## config.mk

```make
export PLATFORM = sky130hd
export DESIGN_NAME = wb_rr_arbiter
export DESIGN_NICKNAME = d
export VERILOG_FILES = /design/src/rtl/wb_rr_arbiter_pkg.sv /design/src/rtl/wb_arb_timer.sv /design/src/rtl/wb_rr_arbiter.sv
export SDC_FILE = /design/constraint.sdc
export NUM_CORES = 1
export LEC_CHECK = 0
export CAP_MARGIN = 0
export CORE_MARGIN = 3
export CORE_UTILIZATION = 40
export CTS_CLUSTER_DIAMETER = 200
export CTS_CLUSTER_SIZE = 16
export DETAILED_ROUTE_END_ITERATION = 16
export PLACE_DENSITY = 0.9
export SLEW_MARGIN = 40
export SYNTH_ARGS = -nofsm -noshare
export SYNTH_HDL_FRONTEND = slang
export SYNTH_SLANG_ARGS = --single-unit
```

## constraint.sdc

```tcl
create_clock -name clk_i -period 2.2 [get_ports clk_i]
set_clock_uncertainty 0.1 [all_clocks]
set_input_delay 0.44 -clock clk_i [delete_from_list [all_inputs] [get_ports clk_i]]
set_output_delay 0.44 -clock clk_i [all_outputs]
set_load 0.03 [all_outputs]
```

## src/rtl/wb_rr_arbiter_pkg.sv

```systemverilog
// Shared types and defaults for the two-master round-robin Wishbone arbiter.
package wb_rr_arbiter_pkg;

    localparam int WB_DW = 32;
    localparam int WB_AW = 32;
    localparam int WB_SW = WB_DW / 8;

    typedef enum logic [1:0] {
        ARB_IDLE = 2'd0,
        ARB_ACC  = 2'd1,
        ARB_HOLD = 2'd2
    } arb_state_e;

    // Master index to grant: a sole requester wins, a tie goes to whoever was not served last.
    function automatic logic rr_pick(input logic [1:0] req, input logic last_gnt);
        if (req == 2'b11) begin
            return ~last_gnt;
        end
        return req[1];
    endfunction

endpackage

```

## src/rtl/wb_arb_timer.sv

```systemverilog
// Access watchdog: counts cycles while enabled, flags the last allowed cycle.
module wb_arb_timer #(
    parameter int TMO_CYC = 255
) (
    input  logic clk_i,
    input  logic rst_n_i,
    input  logic clr_i,
    input  logic en_i,
    output logic expired_o
);

    localparam int CW = $clog2(TMO_CYC + 1);

    logic [CW-1:0] cnt_q;
    logic [CW-1:0] cnt_d;

    // Expiry is seen during the TMO_CYC-th enabled cycle so the abort lands exactly TMO_CYC cycles in.
    assign expired_o = en_i && (cnt_q == CW'(TMO_CYC - 1));

    always_comb begin
        cnt_d = cnt_q;
        if (clr_i) begin
            cnt_d = '0;
        end else if (en_i && !expired_o) begin
            cnt_d = cnt_q + 1'b1;
        end
    end

    always_ff @(posedge clk_i or negedge rst_n_i) begin
        if (!rst_n_i) begin
            cnt_q <= '0;
        end else begin
            cnt_q <= cnt_d;
        end
    end

endmodule

```

## src/rtl/wb_rr_arbiter.sv

```systemverilog
// Two-master / one-slave Wishbone arbiter with round-robin grant and stretched acks.
// Optional access timeout enabled by defining WB_ARB_TIMEOUT_EN.
module wb_rr_arbiter
    import wb_rr_arbiter_pkg::*;
#(
    parameter int DW      = WB_DW,
    parameter int AW      = WB_AW,
    parameter int SW      = WB_SW,
    parameter int TMO_CYC = 255
) (
    input  logic          clk_i,
    input  logic          rst_n_i,
    input  logic [DW-1:0] m0_dat_i,
    input  logic [AW-1:0] m0_adr_i,
    input  logic [SW-1:0] m0_sel_i,
    input  logic          m0_we_i,
    input  logic          m0_stb_i,
    output logic [DW-1:0] m0_dat_o,
    output logic          m0_ack_o,
    output logic          m0_err_o,
    input  logic [DW-1:0] m1_dat_i,
    input  logic [AW-1:0] m1_adr_i,
    input  logic [SW-1:0] m1_sel_i,
    input  logic          m1_we_i,
    input  logic          m1_stb_i,
    output logic [DW-1:0] m1_dat_o,
    output logic          m1_ack_o,
    output logic          m1_err_o,
    output logic [DW-1:0] s_dat_o,
    output logic [AW-1:0] s_adr_o,
    output logic [SW-1:0] s_sel_o,
    output logic          s_we_o,
    output logic          s_stb_o,
    input  logic [DW-1:0] s_dat_i,
    input  logic          s_ack_i,
    output logic [1:0]    gnt_o
);

    logic [1:0]    m_stb;
    logic [1:0]    m_we;
    logic [AW-1:0] m_adr [2];
    logic [DW-1:0] m_wdat [2];
    logic [SW-1:0] m_sel [2];

    assign m_stb     = {m1_stb_i, m0_stb_i};
    assign m_we      = {m1_we_i, m0_we_i};
    assign m_adr[0]  = m0_adr_i;
    assign m_adr[1]  = m1_adr_i;
    assign m_wdat[0] = m0_dat_i;
    assign m_wdat[1] = m1_dat_i;
    assign m_sel[0]  = m0_sel_i;
    assign m_sel[1]  = m1_sel_i;

    arb_state_e    state_q, state_d;
    logic          last_gnt_q, last_gnt_d;
    logic [1:0]    gnt_q, gnt_d;
    logic [DW-1:0] s_dat_q, s_dat_d;
    logic [AW-1:0] s_adr_q, s_adr_d;
    logic [SW-1:0] s_sel_q, s_sel_d;
    logic          s_we_q, s_we_d;
    logic          s_stb_q, s_stb_d;
    logic [DW-1:0] m_dat_q [2];
    logic [DW-1:0] m_dat_d [2];
    logic [1:0]    m_ack_q, m_ack_d;
    logic [1:0]    m_err_q, m_err_d;
    logic          pick;
    logic          tmo_expired;

`ifdef WB_ARB_TIMEOUT_EN
    wb_arb_timer #(
        .TMO_CYC (TMO_CYC)
    ) u_timer (
        .clk_i     (clk_i),
        .rst_n_i   (rst_n_i),
        .clr_i     (state_q != ARB_ACC),
        .en_i      (state_q == ARB_ACC),
        .expired_o (tmo_expired)
    );
`else
    logic unused_tmo;
    assign unused_tmo  = (TMO_CYC != 0);
    assign tmo_expired = 1'b0;
`endif

    // While an access is in flight last_gnt_q names the master that owns the slave.
    always_comb begin
        state_d    = state_q;
        last_gnt_d = last_gnt_q;
        gnt_d      = gnt_q;
        s_dat_d    = s_dat_q;
        s_adr_d    = s_adr_q;
        s_sel_d    = s_sel_q;
        s_we_d     = s_we_q;
        s_stb_d    = s_stb_q;
        m_dat_d    = m_dat_q;
        m_ack_d    = m_ack_q;
        m_err_d    = m_err_q;
        pick       = rr_pick(m_stb, last_gnt_q);

        case (state_q)
            ARB_IDLE: begin
                if (m_stb != 2'b00) begin
                    s_adr_d    = m_adr[pick];
                    s_dat_d    = m_wdat[pick];
                    s_sel_d    = m_sel[pick];
                    s_we_d     = m_we[pick];
                    s_stb_d    = 1'b1;
                    last_gnt_d = pick;
                    gnt_d      = pick ? 2'b10 : 2'b01;
                    state_d    = ARB_ACC;
                end
            end
            ARB_ACC: begin
                // A master that gives up wins over a coincident or late slave ack.
                if (!m_stb[last_gnt_q]) begin
                    s_stb_d = 1'b0;
                    gnt_d   = 2'b00;
                    state_d = ARB_IDLE;
                end else if (s_ack_i) begin
                    m_dat_d[last_gnt_q] = s_dat_i;
                    m_ack_d[last_gnt_q] = 1'b1;
                    s_stb_d             = 1'b0;
                    state_d             = ARB_HOLD;
                end else if (tmo_expired) begin
                    m_dat_d[last_gnt_q] = '0;
                    m_err_d[last_gnt_q] = 1'b1;
                    s_stb_d             = 1'b0;
                    state_d             = ARB_HOLD;
                end
            end
            ARB_HOLD: begin
                if (!m_stb[last_gnt_q]) begin
                    m_ack_d = 2'b00;
                    m_err_d = 2'b00;
                    gnt_d   = 2'b00;
                    state_d = ARB_IDLE;
                end
            end
            default: begin
                state_d = ARB_IDLE;
            end
        endcase
    end

    always_ff @(posedge clk_i or negedge rst_n_i) begin
        if (!rst_n_i) begin
            state_q    <= ARB_IDLE;
            last_gnt_q <= 1'b1;
            gnt_q      <= '0;
            s_dat_q    <= '0;
            s_adr_q    <= '0;
            s_sel_q    <= '0;
            s_we_q     <= 1'b0;
            s_stb_q    <= 1'b0;
            m_dat_q    <= '{default: '0};
            m_ack_q    <= '0;
            m_err_q    <= '0;
        end else begin
            state_q    <= state_d;
            last_gnt_q <= last_gnt_d;
            gnt_q      <= gnt_d;
            s_dat_q    <= s_dat_d;
            s_adr_q    <= s_adr_d;
            s_sel_q    <= s_sel_d;
            s_we_q     <= s_we_d;
            s_stb_q    <= s_stb_d;
            m_dat_q    <= m_dat_d;
            m_ack_q    <= m_ack_d;
            m_err_q    <= m_err_d;
        end
    end

    assign m0_dat_o = m_dat_q[0];
    assign m1_dat_o = m_dat_q[1];
    assign m0_ack_o = m_ack_q[0];
    assign m1_ack_o = m_ack_q[1];
    assign m0_err_o = m_err_q[0];
    assign m1_err_o = m_err_q[1];
    assign s_dat_o  = s_dat_q;
    assign s_adr_o  = s_adr_q;
    assign s_sel_o  = s_sel_q;
    assign s_we_o   = s_we_q;
    assign s_stb_o  = s_stb_q;
    assign gnt_o    = gnt_q;

endmodule

```

==> metrics.md, run 1 <==
| Metric | Value |
|---|---|
| Slowest cell on the critical path | `clkdlybuf4s50_1` |
| Most common cell after layout, fill and taps aside | `clkdlybuf4s50_1` |
| Cell variety after synth | `31` |
| Hold Crit Start | `s_adr_o[24]$_DFFE_PN0P_` |
| Logic pwr share | `0.530` |
| Worst-path clk slew | `~0.060 ns` |
| GRT Total Usage | `0.2158` |
| Mean routed wirelength per cell | `roughly 18 um` |
| Share of the synthesized area in the top cell type | `0.5705` |
| Post_cts resized | `0` |
| Sequential share of power | `0.290` |
| Wire length of the first global-routing pass | `27950 um` |
| TritonRoute pass-1 iters | `5` |
| Largest net degree at the start of global routing | `53` |
| Die height | `between 100 and 150 um` |
| Final Setup Violations | `0` |
| Post-synth EDFFs | `0` |
| WHS Endpoint | `s_adr_o[24]$_DFFE_PN0P_` |
| Max-cap violation count | `0` |
| Crit Path Class | `register to primary output` |
| Top_reg_cell synth | `dfrtp_1` |
| Fin cells | `roughly 1000` |
| Layout cells sized above 1 | `0.07910` |
| Yosys warns | `0` |
| Sequential fraction of the synthesis area | `0.5748` |
| Peak supply drop | `0.7514 mV` |
| Clock tree sinks | `around 140` |
| CP Capture Type | `primary output` |
| Critical path buffers and inverters | `1` |
| R2R Setup Slk | `0.28 ns` |
| Placed cell count | `~1000` |
| DRT iter0 DRCs | `~250` |
| Clk Latency, worst-skew pair | `between 0.4 and 0.5 ns` |
| Half-perimeter wire length after placement | `14130 um` |
| Run status | `completed` |
| Clk buf depth | `2` |
| HP Class | `register to register` |
| Final hold vios | `0` |
| Critical-path maximum fanout | `2` |
| Crit path max-delay family | `buffers and inverters` |
| Leakage | `between 0.004 and 0.005 uW` |
| # diodes | `0` |
| IO Pins | `315` |
| Async SR Flop Fraction | `1.000` |
| Initial Util | `0.4162` |
| Syn Inst Count | `~510` |
| Leading area contributor after synthesis | `dfrtp_1` |
| Largest cells by area after synthesis | `dfrtp_1, mux2_1, mux2i_1` |
| Total gr overflow | `0` |
| Post-synthesis register bit count | `between 100 and 150` |
| Worst reg2reg endpoint | `m0_dat_o[10]$_DFFE_PN0P_` |
| Routability-driven placement congestion ratio | `between 0.8 and 0.9` |
| Detailed Route WL | `about 18000 um` |
| Net Switching | `between 6000 and 7000 uW` |
| Initial antenna violation count | `0` |
| Tmin final | `2.027 ns` |
| Mapped Area | `slightly above 6000 um^2` |
| Final nets | `1015` |
| H-tree Lvls | `4` |
| Die width | `approximately 130 um` |
| Max-slew violation count | `0` |
| PwrDens | `between 1500 and 2000 nW/um^2` |
| # DRC | `0` |
| Post-CTS Setup Bufs | `0` |
| Via-to-Cell Ratio | `4.934` |
| CP Data Arrival Time | `1.49 ns` |
| Die area | `around 17000 um^2` |
| Cell row count | `44` |
| Clk pwr share | `0.180` |
| Unrepaired setup endpoints after global routing | `false` |
| Final setup TNS | `0 ns` |
| Root Buffer | `clkbuf_16` |
| Switching share of power | `0.4171` |
| Critical path, cell by cell | `clkdlybuf4s50_1` |
| Int Power | `~9300 uW` |
| Layout area overhead | `66.97%` |
| Detail Route Antenna Nets | `0` |
| Period utilisation layout | `0.9212` |
| Fillcell total | `between 1000 and 1500` |
| Post-CTS Hold Buffers | `1` |
| Most frequent cells in the layout | `clkdlybuf4s50_1, dfrtp_1, nand2_1, mux2i_1, o21ai_1` |
| CORE AREA | `approximately 15000 um^2` |
| Fmax | `0.4934 GHz` |
| Via Count | `roughly 5100` |
| Hold Path Stages | `2` |
| CP peak stage delay | `0.72 ns` |
| Required time of the critical path | `between 1.5 and 2 ns` |
| FF-to-FF path depth | `6` |
| Vias in the first global route | `about 5500` |
| Mean Syn Cell Area | `around 12 um^2` |
| CTS tree | `built` |
| Inserted Clock Buffers | `17` |
| Crit start category | `register` |
| Port-buffer cells | `about 310` |
| RR Startpoint | `state_q[1]$_DFFE_PN0P_` |
## state kept, by name (all words and copies together), names as in the netlist
name        cells
m0_dat_o       32
m1_dat_o       32
s_adr_o        32
s_dat_o        32
s_sel_o         4
gnt_o           2
m_ack_q         2
state_q         2
last_gnt_q      1
s_stb_o         1
s_we_o          1
## routing by layer
metal | global-route usage | vias up | wire length [um]
li1 | - | 2421 | -
met1 | 0.2370 | 2404 | 6732
met2 | 0.3928 | 229 | 9516
met3 | 0.06918 | 33 | 1471
met4 | 0.07396 | 0 | 422
met5 | 0 | - | 0
## power by group through the flow
stage	sequential (uW)	combinational [uW]	clock (uW)
finish	4630	8470	2870
global route	4790	8980	3060
CTS	4640	8550	2950
detailed placement	4670	8490	0
global placement	4560	8310	0
floorplan	7050	2140	0
## cell usage after synthesis (2+ instances only)
master and instances:
dfrtp_1 140, buf_6 7, mux2_1 63, nand2b_1 3, o21ai_1 71, a21oi_1 8, o31ai_1 2, nand2_1 76
buf_4 4, mux2i_1 70, o22ai_1 2, clkbuf_1 11, mux2_2 2, nor2b_1 2, nand3_1 2, nor2_1 5
o21ai_0 5, inv_1 4, a31oi_1 2, ha_1 6, buf_2 13
## layout make-up
class,instances,area (um^2),area share
Clock buffer,18,439.2,0.04283
Clock inverter,14,158.9,0.01550
Inverter,4,15.01,0.001464
Multi-Input combinational cell,329,2399,0.2339
Sequential cell,141,3530,0.3442
Tap cell,184,230.2,0.02245
Timing Repair Buffer,341,3482,0.3396
## worst max-delay path by stage
stage	to	slack, ns	depth (start not counted)	startpoint
floorplan	m0_dat_o[10]$_DFFE_PN0P_	0.42	7	state_q[1]$_DFFE_PN0P_
global placement	s_adr_o[3]$_DFFE_PN0P_	0.10	7	m0_stb_i
detailed placement	s_dat_o[31]$_DFFE_PN0P_	0.03	7	m0_stb_i
CTS	m0_dat_o[0]	0.13	1	m0_dat_o[0]$_DFFE_PN0P_
global route	s_dat_o[9]	0.11	1	s_dat_o[9]$_DFFE_PN0P_
finish	s_dat_o[31]	0.17	1	s_dat_o[31]$_DFFE_PN0P_
## tightest hold or removal path, stage by stage (launching register included)
cell and delay (ns):
dfrtp_1 0.34, nand2_1 0.05, o21ai_1 0.06
## cell families (layout without fill, tap and decap cells)
group,count (synthesis),in the layout,synth area share
flops,141,141,0.5748
mux,135,135,0.2333
compound gates,95,95,0.08231
simple gates,91,91,0.05929
buf+inv,39,377,0.03749
fa+ha+maj,6,6,0.01222
other cells,1,2,0.0006107
## stage by stage
stage | instance area (um^2) | power (uW) | utilization | hold slack [ns] | setup slack, ns
floorplan | 6145 | 9196 | - | 0.04441 | 0.4154
global placement | 9646 | 12880 | 0.6537 | 0.3226 | 0.1005
detailed placement | 9646 | 13160 | 0.6537 | 0.3259 | 0.03249
CTS | 10250 | 16140 | 0.6950 | 0.3866 | 0.1267
global route | 10250 | 16830 | 0.6950 | 0.3978 | 0.1099
finish | 10250 | 15970 | 0.6950 | 0.3799 | 0.1734
No activity file was read; power rests on OpenSTA's default activity.
==> run 2: changes to the inputs <==
--- a/config.mk
+++ b/config.mk
@@ -6,8 +6,10 @@
 export NUM_CORES = 1
 export LEC_CHECK = 0
 export CAP_MARGIN = 0
+export CELL_PAD_IN_SITES_DETAIL_PLACEMENT = 1
+export CELL_PAD_IN_SITES_GLOBAL_PLACEMENT = 2
 export CORE_MARGIN = 3
-export CORE_UTILIZATION = 40
+export CORE_UTILIZATION = 24
 export CTS_CLUSTER_DIAMETER = 200
 export CTS_CLUSTER_SIZE = 16
 export DETAILED_ROUTE_END_ITERATION = 16
@@ -15,4 +17,5 @@
 export SLEW_MARGIN = 40
 export SYNTH_ARGS = -nofsm -noshare
 export SYNTH_HDL_FRONTEND = slang
+export SYNTH_HIERARCHICAL = 1
 export SYNTH_SLANG_ARGS = --single-unit
==> run 2 against run 1 <==
  * Critical endpoint is now s_stb_o
  * Critical path depth did not move
  * Core utilization decreased by 27 points
  * Worst setup slack got worse by 0.057 ns
  * Largest power group unchanged
==> metrics.md, run 2 <==
| Metric | Value |
|---|---|
| Mean Syn Cell Area | `12.09 um^2` |
| Area occupied by registers | `between 3000 and 4000 um^2` |
| Sequential fraction of the synthesis area | `0.5748` |
| Die height | `166.0 um` |
| Async SR Flop Fraction | `1.000` |
| Synth top cells by count | `dfrtp_1, nand2_1, o21ai_1, mux2i_1, mux2_1` |
| CP peak stage delay | `about 0.73 ns` |
| Grt met1 use | `0.1644` |
| HP Class | `primary input to asynchronous set/reset pin` |
| Cell variety after synth | `31` |
| TritonRoute pass-1 iters | `5` |
| Cell with the most instances after synthesis | `dfrtp_1` |
| Largest net degree at the start of global routing | `46` |
| Post-CTS Setup Bufs | `0` |
| DRT iter0 DRCs | `about 170` |
| Inserted Clock Buffers | `17` |
| Post-synth EDFFs | `0` |
| Post-synthesis register bit count | `roughly 140` |
| Share of the synthesized area in the top cell type | `0.5705` |
| Critical-path maximum fanout | `3` |
| Final Setup Violations | `0` |
| CORE AREA | `around 25000 um^2` |
| FF-to-FF path depth | `6` |
| RR Startpoint | `state_q[1]$_DFFE_PN0P_` |
| Via-to-Cell Ratio | `roughly 4.3` |
| Peak supply drop | `around 0.58 mV` |
| Crit start category | `register` |
| Routing usage on met2 | `0.2592` |
| Initial Util | `0.2481` |
| Mapped Area | `between 6000 and 7000 um^2` |
| Clock tree sinks | `around 140` |
| Leakage | `approximately 0.0044 uW` |
| Worst reg2reg endpoint | `m0_dat_o[16]$_DFFE_PN0P_` |
| Worst hold margin | `about 0.38 ns` |
| PwrDens | `about 1500 nW/um^2` |
| Cell row count | `57` |
| Layout area overhead | `69.76%` |
| Non-Filler Cell Area, Final | `about 10000 um^2` |
| Final setup TNS | `0 ns` |
| GRT met3 Usage | `0.04070` |
| Most frequent cells in the layout | `clkdlybuf4s50_1, dfrtp_1, nand2_1, mux2i_1, o21ai_1` |
| Half-perimeter wire length after placement | `15510 um` |
| Fillcell total | `roughly 2700` |
| Detail Route Antenna Nets | `0` |
| Critical path, cell by cell | `clkdlybuf4s50_1` |
| Yosys warns | `6` |
| Layout cells sized above 1 | `0.07910` |
| Critical path buffers and inverters | `1` |
| Max-slew violation count | `0` |
| Port-buffer cells | `312` |
| Final Util | `0.4213` |
| Total gr overflow | `0` |
| Top_reg_cell synth | `dfrtp_1` |
| # diodes | `0` |
| GRT Total Usage | `0.1443` |
| Post_cts resized | `0` |
| IO Pins | `315` |
| Syn Inst Count | `around 500` |
| Worst setup path startpoint | `s_stb_o$_DFFE_PN0P_` |
| Mean routed wirelength per cell | `~17 um` |
| Tmin final | `around 2.1 ns` |
| Fmax | `roughly 0.48 GHz` |
| Routability-driven placement congestion ratio | `0.7689` |
| Post-CTS Hold Buffers | `1` |
| Root Buffer | `clkbuf_16` |
| Die area | `~28000 um^2` |
| CTS tree | `built` |
| Area of the multi-input gates | `2399 um^2` |
| Most common cell after layout, fill and taps aside | `clkdlybuf4s50_1` |
| Run status | `completed` |
| Die width | `166.0 um` |
| Worst-path clk slew | `~0.070 ns` |
| R2R Setup Slk | `between 0.2 and 0.25 ns` |
| Placed inst area | `approximately 9800 um^2` |
| Slowest cell on the critical path | `clkdlybuf4s50_1` |
| Crit Path Class | `register to primary output` |
| CP Capture Type | `primary output` |
| CP Data Arrival Time | `about 1.5 ns` |
| Leading area contributor after synthesis | `dfrtp_1` |
| Largest cells by area after synthesis | `dfrtp_1, mux2_1, mux2i_1` |
| Total power draw | `approximately 16000 uW` |
| Clk buf depth | `2` |
| Final hold vios | `0` |
| Initial antenna violation count | `0` |
| Detailed Route WL | `slightly below 20000 um` |
| Max-cap violation count | `0` |
| H-tree Lvls | `4` |
| Unrepaired setup endpoints after global routing | `false` |
| Clk Latency, worst-skew pair | `0.41 ns` |
| Crit path max-delay family | `buffers and inverters` |
| # DRC | `0` |
| Period utilisation layout | `0.9470` |
| Vias in the first global route | `between 5000 and 6000` |
| Required time of the critical path | `~1.7 ns` |
| Final nets | `1015` |
| Via Count | `about 5100` |
| Gr busiest metal | `met2` |
| Wire length of the first global-routing pass | `between 30000 and 40000 um` |
[run 2: cell counts after synthesis]
No cell type changed its count.
[run 2: layer usage]
layer / routed length [um] / part of all wire
met5: 0 / 0
met4: 418 / 0.021
met3: 1223 / 0.061
met2: 10280 / 0.52
met1: 7968 / 0.40
[run 2: cell type report]
cell class / instances / share of cell area
Tap cell: 324 / 0.03889
Timing Repair Buffer: 341 / 0.3328
Multi-Input combinational cell: 329 / 0.2301
Inverter: 4 / 0.001440
Clock buffer: 17 / 0.04081
Clock inverter: 15 / 0.01740
Sequential cell: 141 / 0.3386
[run 2: stage by stage]
stage | instances | worst slack, ns
5_1_grt | 1171 | 0.04564
2_1_floorplan | 509 | 0.4154
6_report | 1171 | 0.1165
3_3_place_gp | 1138 | 0.07870
4_1_cts | 1171 | 0.07268
3_5_place_dp | 1138 | 0.04071
[run 2: worst max-delay path by stage]
stage                               endpoint  slack [ns]  cells past startpoint
floorplan           m0_dat_o[10]$_DFFE_PN0P_        0.42                      7
global placement      state_q[0]$_DFFE_PN0P_        0.08                      5
detailed placement   s_adr_o[16]$_DFFE_PN0P_        0.04                      6
CTS                                  s_stb_o        0.07                      1
global route                         s_stb_o        0.05                      1
finish                               s_stb_o        0.12                      1
[run 2: logic make-up (layout without fill, tap and decap cells)]
family / count (synthesis) / count (layout) / synth area share
buffers and inverters: 39 / 377 / 0.03749
AOI/OAI and AO/OA: 95 / 95 / 0.08231
and+or+nand+nor: 91 / 91 / 0.05929
muxes: 135 / 135 / 0.2333
DFF: 141 / 141 / 0.5748
other: 1 / 2 / 0.0006107
adders and majority gates: 6 / 6 / 0.01222
[run 2: report_power, final]
part,total (uW),leakage (uW),internal [uW],switching (uW)
clock network,2920,0.000296,1550,1370
registers,4600,0.00171,3890,709
logic,8460,0.00242,3660,4790
==> run 3: changes to the inputs <==
--- a/config.mk
+++ b/config.mk
@@ -14,6 +14,7 @@
 export CTS_CLUSTER_SIZE = 16
 export DETAILED_ROUTE_END_ITERATION = 16
 export PLACE_DENSITY = 0.9
+export SKIP_LAST_GASP = 1
 export SLEW_MARGIN = 40
 export SYNTH_ARGS = -nofsm -noshare
 export SYNTH_HDL_FRONTEND = slang
==> results of run 3 <==
Same layout as run 2: the final DEF is identical, and so are final timing and power.
==> patch, RTL diff (flow settings as in run 3) <==
Add a define of `WB_ARB_TIMEOUT_EN`.
--- a/src/rtl/wb_rr_arbiter.sv
+++ b/src/rtl/wb_rr_arbiter.sv
@@ -1,5 +1,7 @@
 // Two-master / one-slave Wishbone arbiter with round-robin grant and stretched acks.
 // Optional access timeout enabled by defining WB_ARB_TIMEOUT_EN.
+`define WB_ARB_TIMEOUT_EN
+
 module wb_rr_arbiter
     import wb_rr_arbiter_pkg::*;
 #(
Formal check against the unedited RTL: no difference found for any inputs over 4 cycles, from zero or initial values and one cycle with rst_n_i low; that may be too few to reach the edited logic, so the function may still have changed.
==> patch against run 3 <==
Routed wire length rose by 31%. Die area rose by 14%. Total power rose by 3.1%. Final area rose by 14%. Count of clock-buffer cells in the layout rose by 1. Area after synthesis rose by 14%. Worst setup slack got worse by 0.091 ns. Synthesized cell count rose by 20%. Sequential cell count rose by 10. Largest cell class is now non-clock buffers. Highest routed layer unchanged.
==> patch: results (changes against run 3) <==
* Status: completed (unchanged)
* Largest net degree at the start of global routing at 50 (was 46)
* GP Congestion at 0.783 (was 0.769)
* Cell family with most CP delay: buffers and inverters (unchanged)
* Met3 routed wirelength at 1140 um (was 1220 um)
* Met2 routed WL at 14200 um (was 10300 um)
* I/O Buffers at 314 (was 312)
* Worst reg2reg setup slack at 0.03 ns (was 0.23 ns)
* Top post-synthesis cells by count: 150 x dfrtp_1, 77 x nand2_1, 74 x mux2i_1 (was 140 x dfrtp_1, 76 x nand2_1, 71 x o21ai_1)
* Critical Path Fanout Max at 9 (was 3)
* Synth unique cells at 57 (was 31)
* Detailed placement HPWL at 19100 um (was 15500 um)
* Setup crit end kind: flip-flop (was output port)
* Initial antenna violation count at 1 (was 0)
* WHS at 0.379 ns (was 0.383 ns)
* Register area share after synthesis at 53.8% (was 57.5%)
* Drt first-iter violations at 157 (was 167)
* Main area contributors after synthesis: dfrtp_1 53%, mux2i_1 11%, mux2_2 9.8% (was dfrtp_1 57%, mux2_1 12%, mux2i_1 11%)
* Type of the worst min-delay path: reg2reg (was in2async)
* Leakage at 5.10 nW (was 4.43 nW)
* Vias/cell at 4.48 (was 4.34)
* Share of cells above drive strength 1 at 17.5% (was 7.91%)
* First-pass GRT wire length at 37500 um (was 31500 um)
* Worst endpoint data arrival time at 2.36 ns (was 1.54 ns)
* Layout net count at 1140 (was 1015)
* Reg2reg end: m1_dat_o[11] (was m0_dat_o[16])
* CP Launch Point: u_timer/cnt_q[1] (was s_stb_o)
* Slowest CP cell: dfrtp_1 (was clkdlybuf4s50_1)
* Vias in the first global route at 6532 (was 5597)
* 1st-pass router iterations at 4 (was 5)
* Setup violations, final at 0 (unchanged)
* Metal1 wirelength at 10200 um (was 7970 um)
* Switching Share at 42.1% (was 43.0%)
* WL/cell at 19.3 um (was 17.0 um)
* GRT Util Overall at 15.5% (was 14.4%)
-- patch: how the worst min path moves through the flow --
stage                      from          end  cells after the start
detailed placement      rst_n_i  m0_dat_o[8]                      1
floorplan               rst_n_i     gnt_o[0]                      0
global route         s_adr_o[3]   s_adr_o[3]                      2
finish              s_dat_o[28]  s_dat_o[28]                      2
global placement        rst_n_i  m0_dat_o[5]                      1
CTS                  s_adr_o[3]   s_adr_o[3]                      2
-- patch: repair_timing --
| action | 4_1_cts | 5_1_grt |
|---|---|---|
| endpoints found under the setup margin | 29 | 61 |
| buffers inserted | 0 | 4 |
| gates resized for setup | 3 | 28 |
| pin swaps | 0 | 3 |
| endpoints found under the hold margin | 43 | 0 |
| gates cloned | 1 | 5 |
| hold buffers | 1 | 0 |
-- patch: layer usage --
layer,vias to the layer above,global-route usage [%]
met1,3070,17.7
met3,24,2.72
met2,150,28.8
li1,2832,-
met4,0,5.92
met5,-,0
-- patch: power by group through the flow --
stage,clock (mW),combinational (mW),sequential (mW)
4_1_cts,3.08,8.66,4.68
3_3_place_gp,0,8.43,4.64
5_1_grt,3.18,9.36,4.86
6_report,2.98,8.79,4.69
2_1_floorplan,0,2.41,6.90
3_5_place_dp,0,8.61,4.72
-- patch: through the flow --
stage | setup TNS (ns) | worst slack [ns] | util [%] | cell area [um2] | instances
final | 0 | 0.0259 | 41.1 | 11800 | 1357
after global routing | -0.559 | -0.0334 | 41.1 | 11800 | 1356
after CTS | -0.209 | -0.0283 | 40.2 | 11600 | 1346
after detailed placement | -0.238 | -0.0210 | 38.1 | 11000 | 1312
after global placement | 0 | 0.0198 | 38.1 | 11000 | 1312
after floorplan | -0.137 | -0.00578 | - | 7050 | 608
-- patch: final cells by class --
class | instances | area, um2
Antenna cell | 2 | 5.00
Clock buffer | 18 | 429
Clock inverter | 14 | 156
Fill cell | 3099 | 16900
Inverter | 12 | 45.0
Multi-Input combinational cell | 403 | 3090
Sequential cell | 151 | 3780
Tap cell | 384 | 480
Timing Repair Buffer | 373 | 3850
-- patch: logic make-up after synthesis --
| logic type | Yosys count | synth area share, % |
|---|---|---|
| simple gates | 144 | 10.2 |
| mux | 137 | 20.7 |
| compound gates | 115 | 9.78 |
| buf+inv | 54 | 4.26 |
| fa+ha+maj | 7 | 1.25 |
| flops | 151 | 53.8 |
-- patch: worst register-to-register path, cell delays in order, from the launching register on --
cell       delay, ns
dfrtp_1         0.41
ha_4            0.17
and4_4          0.17
and3_4          0.16
buf_4           0.14
o2111ai_4       0.21
buf_12          0.16
buf_12          0.14
mux2_2          0.36
